--- src/rtl/bridge_arbiter.sv ---
// bridge_arbiter: shares one bridge target between NUM_REQ
// single-clock requesters, round-robin, one transaction at a time.
module bridge_arbiter #(
  parameter int NUM_REQ    = 2,
  parameter int RD_LATENCY = 2
) (
  input  logic                     clk,
  input  logic                     reset_n,
  input  logic [NUM_REQ-1:0]       req_wr,
  input  logic [NUM_REQ-1:0]       req_rd,
  input  logic [NUM_REQ-1:0][31:0] req_addr,
  input  logic [NUM_REQ-1:0][31:0] req_wr_data,
  output logic [NUM_REQ-1:0]       req_busy,
  output logic [NUM_REQ-1:0][31:0] req_rd_data,
  output logic [NUM_REQ-1:0]       req_rd_valid,
  output logic [NUM_REQ-1:0]       req_overrun,
  output logic                     out_wr,
  output logic                     out_rd,
  output logic [31:0]              out_addr,
  output logic [31:0]              out_wr_data,
  input  logic [31:0]              out_rd_data
);

  localparam int GW = (NUM_REQ > 1) ? $clog2(NUM_REQ) : 1;
  localparam int CW = 4;

  typedef enum logic [1:0] {
    IDLE,
    ISSUE,
    RD_WAIT
  } state_t;

  typedef struct packed {
    logic [31:0] addr;
    logic [31:0] data;
    logic        is_wr;
  } slot_t;

  state_t             state;
  slot_t              slot_q [NUM_REQ];
  logic [GW-1:0]      grant;
  logic [GW-1:0]      last_grant;
  logic [GW-1:0]      win;
  logic [CW-1:0]      cnt;
  logic               any;
  logic               done;
  logic [NUM_REQ-1:0] free;

  // the granted slot frees on the cycle its transaction completes
  always_comb begin
    done = ((state == ISSUE) && out_wr) ||
           ((state == RD_WAIT) && (cnt == CW'(1)));
    free = '0;
    if (done) free[grant] = 1'b1;
  end

  // first pending slot after last_grant, wrapping around
  always_comb begin
    int j;
    j   = 0;
    win = '0;
    any = 1'b0;
    for (int k = 1; k <= NUM_REQ; k++) begin
      j = int'(last_grant) + k;
      if (j >= NUM_REQ) j = j - NUM_REQ;
      if (!any && req_busy[GW'(j)]) begin
        any = 1'b1;
        win = GW'(j);
      end
    end
  end

  // capture strobes into empty slots, flag drops as overrun
  always_ff @(posedge clk or negedge reset_n) begin
    if (!reset_n) begin
      req_busy    <= '0;
      req_overrun <= '0;
      for (int i = 0; i < NUM_REQ; i++) slot_q[i] <= '0;
    end else begin
      for (int i = 0; i < NUM_REQ; i++) begin
        if (req_busy[i]) begin
          if (free[i]) req_busy[i] <= 1'b0;
          if (req_wr[i] || req_rd[i]) req_overrun[i] <= 1'b1;
        end else if (req_wr[i] || req_rd[i]) begin
          req_busy[i] <= 1'b1;
          slot_q[i]   <= {req_addr[i], req_wr_data[i], req_wr[i]};
          if (req_wr[i] && req_rd[i]) req_overrun[i] <= 1'b1;
        end
      end
    end
  end

  // grant, issue one downstream strobe, collect read data
  always_ff @(posedge clk or negedge reset_n) begin
    if (!reset_n) begin
      state        <= IDLE;
      grant        <= '0;
      last_grant   <= GW'(NUM_REQ - 1);
      cnt          <= '0;
      out_wr       <= 1'b0;
      out_rd       <= 1'b0;
      out_addr     <= '0;
      out_wr_data  <= '0;
      req_rd_data  <= '0;
      req_rd_valid <= '0;
    end else begin
      out_wr       <= 1'b0;
      out_rd       <= 1'b0;
      req_rd_valid <= '0;
      unique case (1'b1)
        (state == IDLE): begin
          if (any) begin
            grant       <= win;
            last_grant  <= win;
            out_addr    <= slot_q[win].addr;
            out_wr_data <= slot_q[win].data;
            out_wr      <= slot_q[win].is_wr;
            out_rd      <= !slot_q[win].is_wr;
            state       <= ISSUE;
          end
        end
        (state == ISSUE): begin
          if (out_wr) begin
            state <= IDLE;
          end else begin
            cnt   <= CW'(RD_LATENCY);
            state <= RD_WAIT;
          end
        end
        (state == RD_WAIT): begin
          cnt <= cnt - CW'(1);
          if (cnt == CW'(1)) begin
            req_rd_data[grant]  <= out_rd_data;
            req_rd_valid[grant] <= 1'b1;
            state               <= IDLE;
          end
        end
        default: state <= IDLE;
      endcase
    end
  end

endmodule
--- config.mk ---
export PLATFORM = sky130hd
export DESIGN_NAME = bridge_arbiter
export DESIGN_NICKNAME = d
export VERILOG_FILES = /design/src/rtl/bridge_arbiter.sv
export SDC_FILE = /design/constraint.sdc
export NUM_CORES = 1
export LEC_CHECK = 0
export ABC_CLOCK_PERIOD_IN_PS = 1800
export BUFFER_PORTS_ARGS = -buffer_cell sky130_fd_sc_hd__buf_4
export CAP_MARGIN = 20
export CORE_MARGIN = 2
export CORE_UTILIZATION = 47
export CTS_CLUSTER_DIAMETER = 30
export CTS_CLUSTER_SIZE = 28
export DETAILED_ROUTE_END_ITERATION = 8
export PLACE_DENSITY = 0.77
export SETUP_SLACK_MARGIN = 0.15
export SYNTH_ARGS = -nofsm -noshare
export SYNTH_HDL_FRONTEND = slang
export SYNTH_SLANG_ARGS = --single-unit
--- constraint.sdc ---
create_clock -name clk -period 1.8 [get_ports clk]
set_input_delay 0.09 -clock clk [delete_from_list [all_inputs] [get_ports clk]]
set_output_delay 0.09 -clock clk [all_outputs]
set_load 0.02 [all_outputs]
==> results.md, run 1 <==
- Worst Path Buf+Inv: 3
- Final Worst Setup Slack: -0.141 ns
- Main synth FF type: dfrtp_1
- Port Buf Inserts: 301
- Pre-CTS WS: -0.203 ns
- GRT Overall Usage: 0.289
- Grt ovf: 0
- Async S/R FF share, synth: 1.00
- Logic pwr share: 0.387
- Post-DRT Antenna Nets: 0
- Final std cells w/o fill: ~1600
- Number of synthesized register bits: ~270
- Skew final: roughly 0.030 ns
- Root Buffer: clkbuf_16
- Setup Viol. Count Final: between 50 and 60
- Largest net degree at the start of global routing: 56
- P_int: approximately 23000 uW
- Seq/Total Area, Yosys: 0.641
- Slew margin rel.: 0.534
- Die area: between 0.02 and 0.025 mm^2
- CP top delay family: simple AND/OR/NAND/NOR gates
- Top sig layer: met4
- Crit-path max cell delay: ~0.52 ns
- Row count: between 50 and 60
- Sw frac: 0.352
- Detailed Route WL: about 36000 um
- CTS sink count: between 200 and 300
- Worst Path Required: about 2.2 ns
- Nets: 1461
- IO Count: roughly 300
- Metal2 WL: about 19000 um
- Crit end category: flop
- Layout fillers: between 1000 and 1500
- Commonest cells after routing, fill and taps aside: buf_4, dfrtp_1, dlygate4sd3_1
- Clk buf depth: 3
- Clk_lat worst skew: 0.55 ns
- Fin crit period: around 1.9 ns
- Vias: between 8000 and 9000
- Post-synth EDFFs: 0
- Die width: around 150 um
- Psw: around 12000 uW
- Met3 Wirelength: ~2300 um
- Routability cong.: 0.778
- Ordered list of cells on the worst path: inv_2 -> ha_4 -> nand2b_4 -> or4b_4 -> buf_12 -> buf_12 -> mux2_4
- Slew @ Worst Pin: around 0.7 ns
- Fin crit share: 1.08
- DP Wirelength: about 18000 um
- Placed cells: 1335
- Arr. time, crit path: ~2.4 ns
- Static Leak: about 0.0083 uW
- CP Max Fanout: 6
- Max-cap viol count: 0
- Layout cell share with drive strength beyond 1: 0.497
- Initial antenna violation count: 2
- Clk pwr share: 0.288
- Slowest cell on the critical path: or4b_4
- Status: finished, violations left
- DRC errors left: 0
- Worst min path class: in2async
- Num CTS Buffers: 53
- Sum of negative setup slack: -5.18 ns
- Power density cells: 1970 mW/mm^2
- CTS tree: built
- Total core area: roughly 0.023 mm^2
- Most frequent CP cell: buf_12
- Max Freq: roughly 520 MHz
- DR iter-0 viols: around 380
- Synthesized net count: 930
- Post-synthesis cell type count: 36
- Crit Path Class: reg2reg
- Routed length per instance: between 20 and 25 um
- H-tree depth: 2
- Synth Instances: about 760
- First-pass GRT wire length: between 50000 and 60000 um
- CP Launch Type: flop
- Die height: 155 um
- Peak supply drop: about 1.2 mV
- Worst-path clk slew: 0.05 ns
- Syn Area/Cell: ~14 um^2
- YS warnings: 0
- Pre-antenna DRT Iters: 4
- Most common library cell in the layout ignoring fill and taps: buf_4
- Fin. Hold Viols: 0
- Mapped Area: roughly 0.011 mm^2
- Vias in the first global route: 9673
- RSZ-0062 raised after global routing: true
- Starting Density: 0.475
- Sequential group share of total power: 0.325
- Area Overhead vs Synth: 65.1%
- Max-slew violations: 0
- Met1 WL: ~13000 um
- Avg Vias per Cell: between 5 and 6
- Failing checks: negative setup slack
sequential cells by signal, indices dropped and copies added (netlist names):
name and count:
req_rd_valid 2, grant 1, req_overrun 2, out_rd 1
cnt 4, last_grant 1, out_wr 1, req_rd_data 64
req_busy 2, out_wr_data 32, out_addr 32, state 2
slot_q 130
cell type report:
class	instances	area, um^2	area share
Timing Repair Buffer	527	4830	0.273
Tap cell	285	357	0.0202
Clock inverter	35	415	0.0235
Clock buffer	62	1420	0.0805
Antenna cell	3	7.51	0.000425
Inverter	5	18.8	0.00106
Multi-Input combinational cell	432	3760	0.213
Sequential cell	274	6860	0.388
cell families after synthesis:
kind of cell | synth area share
xor gates and xnor gates | 0.00164
DFF | 0.641
buffers and inverters | 0.0261
AOI/OAI and AO/OA | 0.0775
and+or+nand+nor | 0.0365
adders and majority gates | 0.00234
muxes | 0.215
Yosys cell counts (2+ instances only):
| cell | instances | area (um^2) |
|---|---|---|
| buf_4 | 2 | 15.0 |
| o21bai_1 | 3 | 22.5 |
| buf_2 | 19 | 95.1 |
| nand2_1 | 67 | 251 |
| o21ai_1 | 65 | 325 |
| a211oi_1 | 2 | 15.0 |
| o21ai_0 | 5 | 25.0 |
| mux2_1 | 9 | 101 |
| o22ai_1 | 64 | 400 |
| xnor2_1 | 2 | 17.5 |
| ha_1 | 2 | 25.0 |
| inv_1 | 5 | 18.8 |
| clkbuf_1 | 27 | 101 |
| dfrtp_1 | 273 | 6830 |
| mux2_4 | 28 | 420 |
| and4b_1 | 2 | 20.0 |
| mux2_2 | 157 | 1770 |
| nor2_1 | 5 | 18.8 |
| a21oi_1 | 5 | 25.0 |
| buf_6 | 4 | 45.0 |
metal layers:
layer,global-route usage,up-vias
met1,0.324,4394
met4,0.117,0
met2,0.526,393
li1,-,3822
met3,0.0721,102
met5,0,-
what timing repair did:
action                                  CTS  global route
endpoints found under the setup margin   73            99
gates cloned                              8             4
hold buffers                            165             0
setup buffers                             7             4
resized for setup                        28            11
pin swaps                                 2             2
endpoints found under the hold margin   469             0
worst paths after layout:
| check | start | end | slack (ns) | cells past startpoint |
|---|---|---|---|---|
| worst max-delay path | cnt[1] | req_rd_data[32] | -0.14 | 7 |
| worst min-delay path | reset_n | req_rd_data[22] | 0.06 | 2 |
| worst max register to register | cnt[1] | req_rd_data[32] | -0.14 | 7 |
| worst min register to register | out_wr_data[2] | out_wr_data[2] | 0.49 | 2 |
| max in group asynchronous | reset_n | out_wr_data[12] | 1.01 | 3 |
| min in group clk | req_addr[0] | slot_q[98] | 0.32 | 3 |
worst reg2reg max path, delay by kind of cell, from the launching register on:
family	cells	cell delay, ns
multiplexers	1	0.31
buffers and inverters	3	0.41
adder cells (fa/ha/maj)	1	0.14
flip-flops	1	0.39
AND/OR/NAND/NOR	2	0.58
power by group through the flow:
stage	logic [uW]	clock network, uW	registers (uW)
after floorplan	5690	0	12400
after global placement	11700	0	10900
after detailed placement	12000	0	11100
after CTS	12700	10000	11100
after global routing	14300	10400	11600
final	13400	10000	11300
per-stage QoR:
stage / instance area (um^2) / hold slack, ns / util / total power, uW
floorplan: 10800 / -0.206 / - / 18100
global placement: 13700 / 0.0506 / 0.607 / 22600
detailed placement: 13700 / 0.0566 / 0.607 / 23100
CTS: 17500 / 0.0728 / 0.778 / 33800
global route: 17700 / 0.117 / 0.785 / 36200
finish: 17700 / 0.0625 / 0.785 / 34800
No activity file was read; power rests on OpenSTA's default activity.
==> run 2, diff against run 1 <==
Settings changed: ABC_AREA set to 1, CORE_UTILIZATION 47 to 49, CTS_BUF_LIST set to sky130_fd_sc_hd__clkbuf_8, PLACE_DENSITY 0.77 to 0.79.
==> run 2 against run 1 <==
  * The run now ends clean
  * Maximum frequency is 27% higher
  * Power fell by 15%
  * Synthesized area up 3.7%
  * Sequential power shrank 4%
  * First-iteration DRC count is 140% higher
  * Routed wire length shrank 0.21%
  * Sequential share of layout area grew 2.7 points
  * Critical endpoint is now out_addr[3]
==> results.md, run 2 <==
- Most common library cell in the layout ignoring fill and taps: nand2_1
- Row count: 55
- Finished Core Util: 0.735
- Sum of negative setup slack: 0 ns
- Total core area: 0.0224 mm^2
- Avg Vias per Cell: between 5 and 6
- Commonest cells after routing, fill and taps aside: nand2_1, buf_4, dfrtp_1
- Worst Path Required: between 2 and 2.5 ns
- Psw: 12000 uW
- Vias: approximately 11000
- Port Buf Inserts: 301
- Static Leak: a little under 0.009 uW
- Layout fillers: roughly 1400
- P_int: 17600 uW
- Sw frac: 0.405
- Routability cong.: roughly 0.87
- Worst R2R Setup Slack: between 0.2 and 0.3 ns
- Mapped Area: approximately 0.011 mm^2
- Number of synthesized register bits: around 270
- Post-CTS Setup Inserts: 0
- R2R cell count: 6
- Commonest cells in the synthesized netlist: nand2_1, dfrtp_1, inv_1
- Post-route design area: 0.0165 mm^2
- Most frequent CP cell: nand2_1
- Peak supply drop: roughly 0.9 mV
- DRC errors left: 0
- YS warnings: 0
- Top cell type's share of synthesized area: 0.616
- Initial antenna violation count: 0
- Antenna cells: 0
- Grt ovf: 0
- Clk buf depth: 3
- Status: complete, no violations
- Starting Density: 0.495
- Synth area leaders: dfrtp_1, nand2_1, o211ai_1
- Skew final: about 0.034 ns
- RSZ-0062 raised after global routing: false
- H-tree depth: 2
- Reg2reg end: out_addr[3]
- Crit end category: flop
- Seq/Total Area, Yosys: 0.618
- DP Wirelength: 19500 um
- Synthesized net count: 1392
- Clk pwr share: 0.218
- Setup Viol. Count Final: 0
- Die height: between 150 and 200 um
- IO Count: a little over 300
- Syn Area/Cell: slightly above 9 um^2
- Vias in the first global route: between 10000 and 15000
- Fin crit period: 1.53 ns
- Placed cells: about 1800
- Top-count cell post-synth: nand2_1
- Post-DRT Antenna Nets: 0
- Logic pwr share: 0.413
- First-pass GRT wire length: around 57000 um
- Detailed Route WL: about 36000 um
- Cell Area, Placed: between 0.01 and 0.015 mm^2
- Post-synth top area cell: dfrtp_1
- Clk_lat worst skew: between 0.5 and 0.6 ns
- Slowest cell on the critical path: dfstp_2
- GRT Overall Usage: 0.298
- Main synth FF type: dfrtp_1
- Reg2reg start: last_grant
- Max Freq: roughly 650 MHz
- Power density cells: roughly 1800 mW/mm^2
- Largest net degree at the start of global routing: 87
- Root Buffer: clkbuf_8
- Crit Path Class: reg2reg
- Ordered list of cells on the worst path: inv_1 -> nand2_4 -> buf_4 -> nand2_1 -> o211ai_1 -> nand2_1
- Fin. Hold Viols: 0
- Synth Instances: 1224
- Max reg flops: 130
- Crit-path max cell delay: roughly 0.53 ns
- Largest register by flop count: slot_q
- Worst min path class: in2async
- Fin crit share: 0.851
- CP Launch Type: flop
- Max-cap viol count: 0
- Routed length per instance: ~18 um
- Post-synth EDFFs: 0
- Async S/R FF share, synth: 1.00
- Die width: roughly 150 um
- Sequential group share of total power: 0.370
- Die area: around 0.024 mm^2
- Slew margin rel.: 0.696
- Post-synthesis cell type count: 23
- Max-slew violations: 0
- Arr. time, crit path: slightly below 2 ns
- CTS tree: built
- Slew @ Worst Pin: 0.456 ns
- Worst-path clk slew: around 0.070 ns
- Final std cells w/o fill: between 2000 and 2500
- DR iter-0 viols: a little over 900
- Area Overhead vs Synth: 48.7%
- Nets: about 1900
- CP Max Fanout: 14
- Largest regs: slot_q x130, req_rd_data x64
- Pre-antenna DRT Iters: 6
- Num CTS Buffers: 48
- CTS sink count: ~270
- Layout cell share with drive strength beyond 1: 0.246
==> run 2: cell count changes in the layout (fill, tap and decap cells not counted), sizes merged, moves of 5 or more <==
cell | before | now
nand3 | 0 | 71
o211ai | 1 | 65
nand2 | 67 | 409
clkbuf | 65 | 54
clkinvlp | 12 | 5
a21oi | 5 | 70
mux2 | 194 | 0
nor2 | 5 | 71
clkinv | 12 | 17
o22ai | 64 | 0
inv | 10 | 114
buf | 359 | 326
==> run 2: metrics by stage <==
step                power [uW]  setup WS (ns)  hold WS, ns
floorplan                17400          0.381       -0.206
global placement         21800          0.340      -0.0347
detailed placement       22300          0.230      -0.0329
CTS                      29100          0.198        0.104
global route             31300          0.164        0.126
finish                   29500          0.268        0.127
==> run 2: area by class of cell <==
type | count | area, um^2 | area share
Clock inverter | 33 | 353 | 0.0214
Clock buffer | 54 | 743 | 0.0451
Multi-Input combinational cell | 763 | 3450 | 0.209
Timing Repair Buffer | 493 | 4330 | 0.262
Tap cell | 285 | 357 | 0.0216
Sequential cell | 274 | 6860 | 0.416
Inverter | 109 | 409 | 0.0248
==> run 2: what timing repair did <==
action,4_1_cts,5_1_grt
setup endpoints to repair,0,36
hold buffers,168,0
hold endpoints to repair,469,0
resized for setup,0,1
==> run 2: power groups by stage <==
stage	clock network (uW)	logic, uW	registers (uW)
after floorplan	0	5260	12200
after global placement	0	11000	10800
after detailed placement	0	11500	10800
after CTS	6470	11800	10800
after global routing	6840	13300	11200
final	6430	12200	10900
==> run 2: metal layers <==
layer	wire, um	vias to the layer above	track usage
met5	0	-	0
met4	1870	0	0.152
met3	2990	142	0.0698
met2	17300	653	0.503
met1	13500	5204	0.360
li1	-	4835	-
==> run 2: logic make-up (layout without fill, tap and decap cells) <==
group,Yosys count,after routing,synth area share
AND/OR/NAND/NOR,556,556,0.199
flip-flops,274,274,0.618
AO/OA/AOI/OAI,205,205,0.107
buffers and inverters,187,689,0.0735
adder cells (fa/ha/maj),2,2,0.00226
==> run 2: critical path: cells and delay by family, from the launching register on <==
kind                   cells  cell delay [ns]
buffers and inverters      2             0.32
AO/OA/AOI/OAI              1             0.15
flip-flops                 1             0.53
AND/OR/NAND/NOR            3             0.41
==> run 2: worst max path at each step <==
stage | from | endpoint | slack, ns
finish | last_grant | out_addr[3] | 0.27
global route | cnt[1] | req_rd_data[1] | 0.16
CTS | cnt[1] | req_rd_data[35] | 0.20
detailed placement | cnt[1] | req_rd_data[56] | 0.23
global placement | cnt[1] | req_rd_data[33] | 0.34
floorplan | cnt[1] | req_rd_data[22] | 0.38
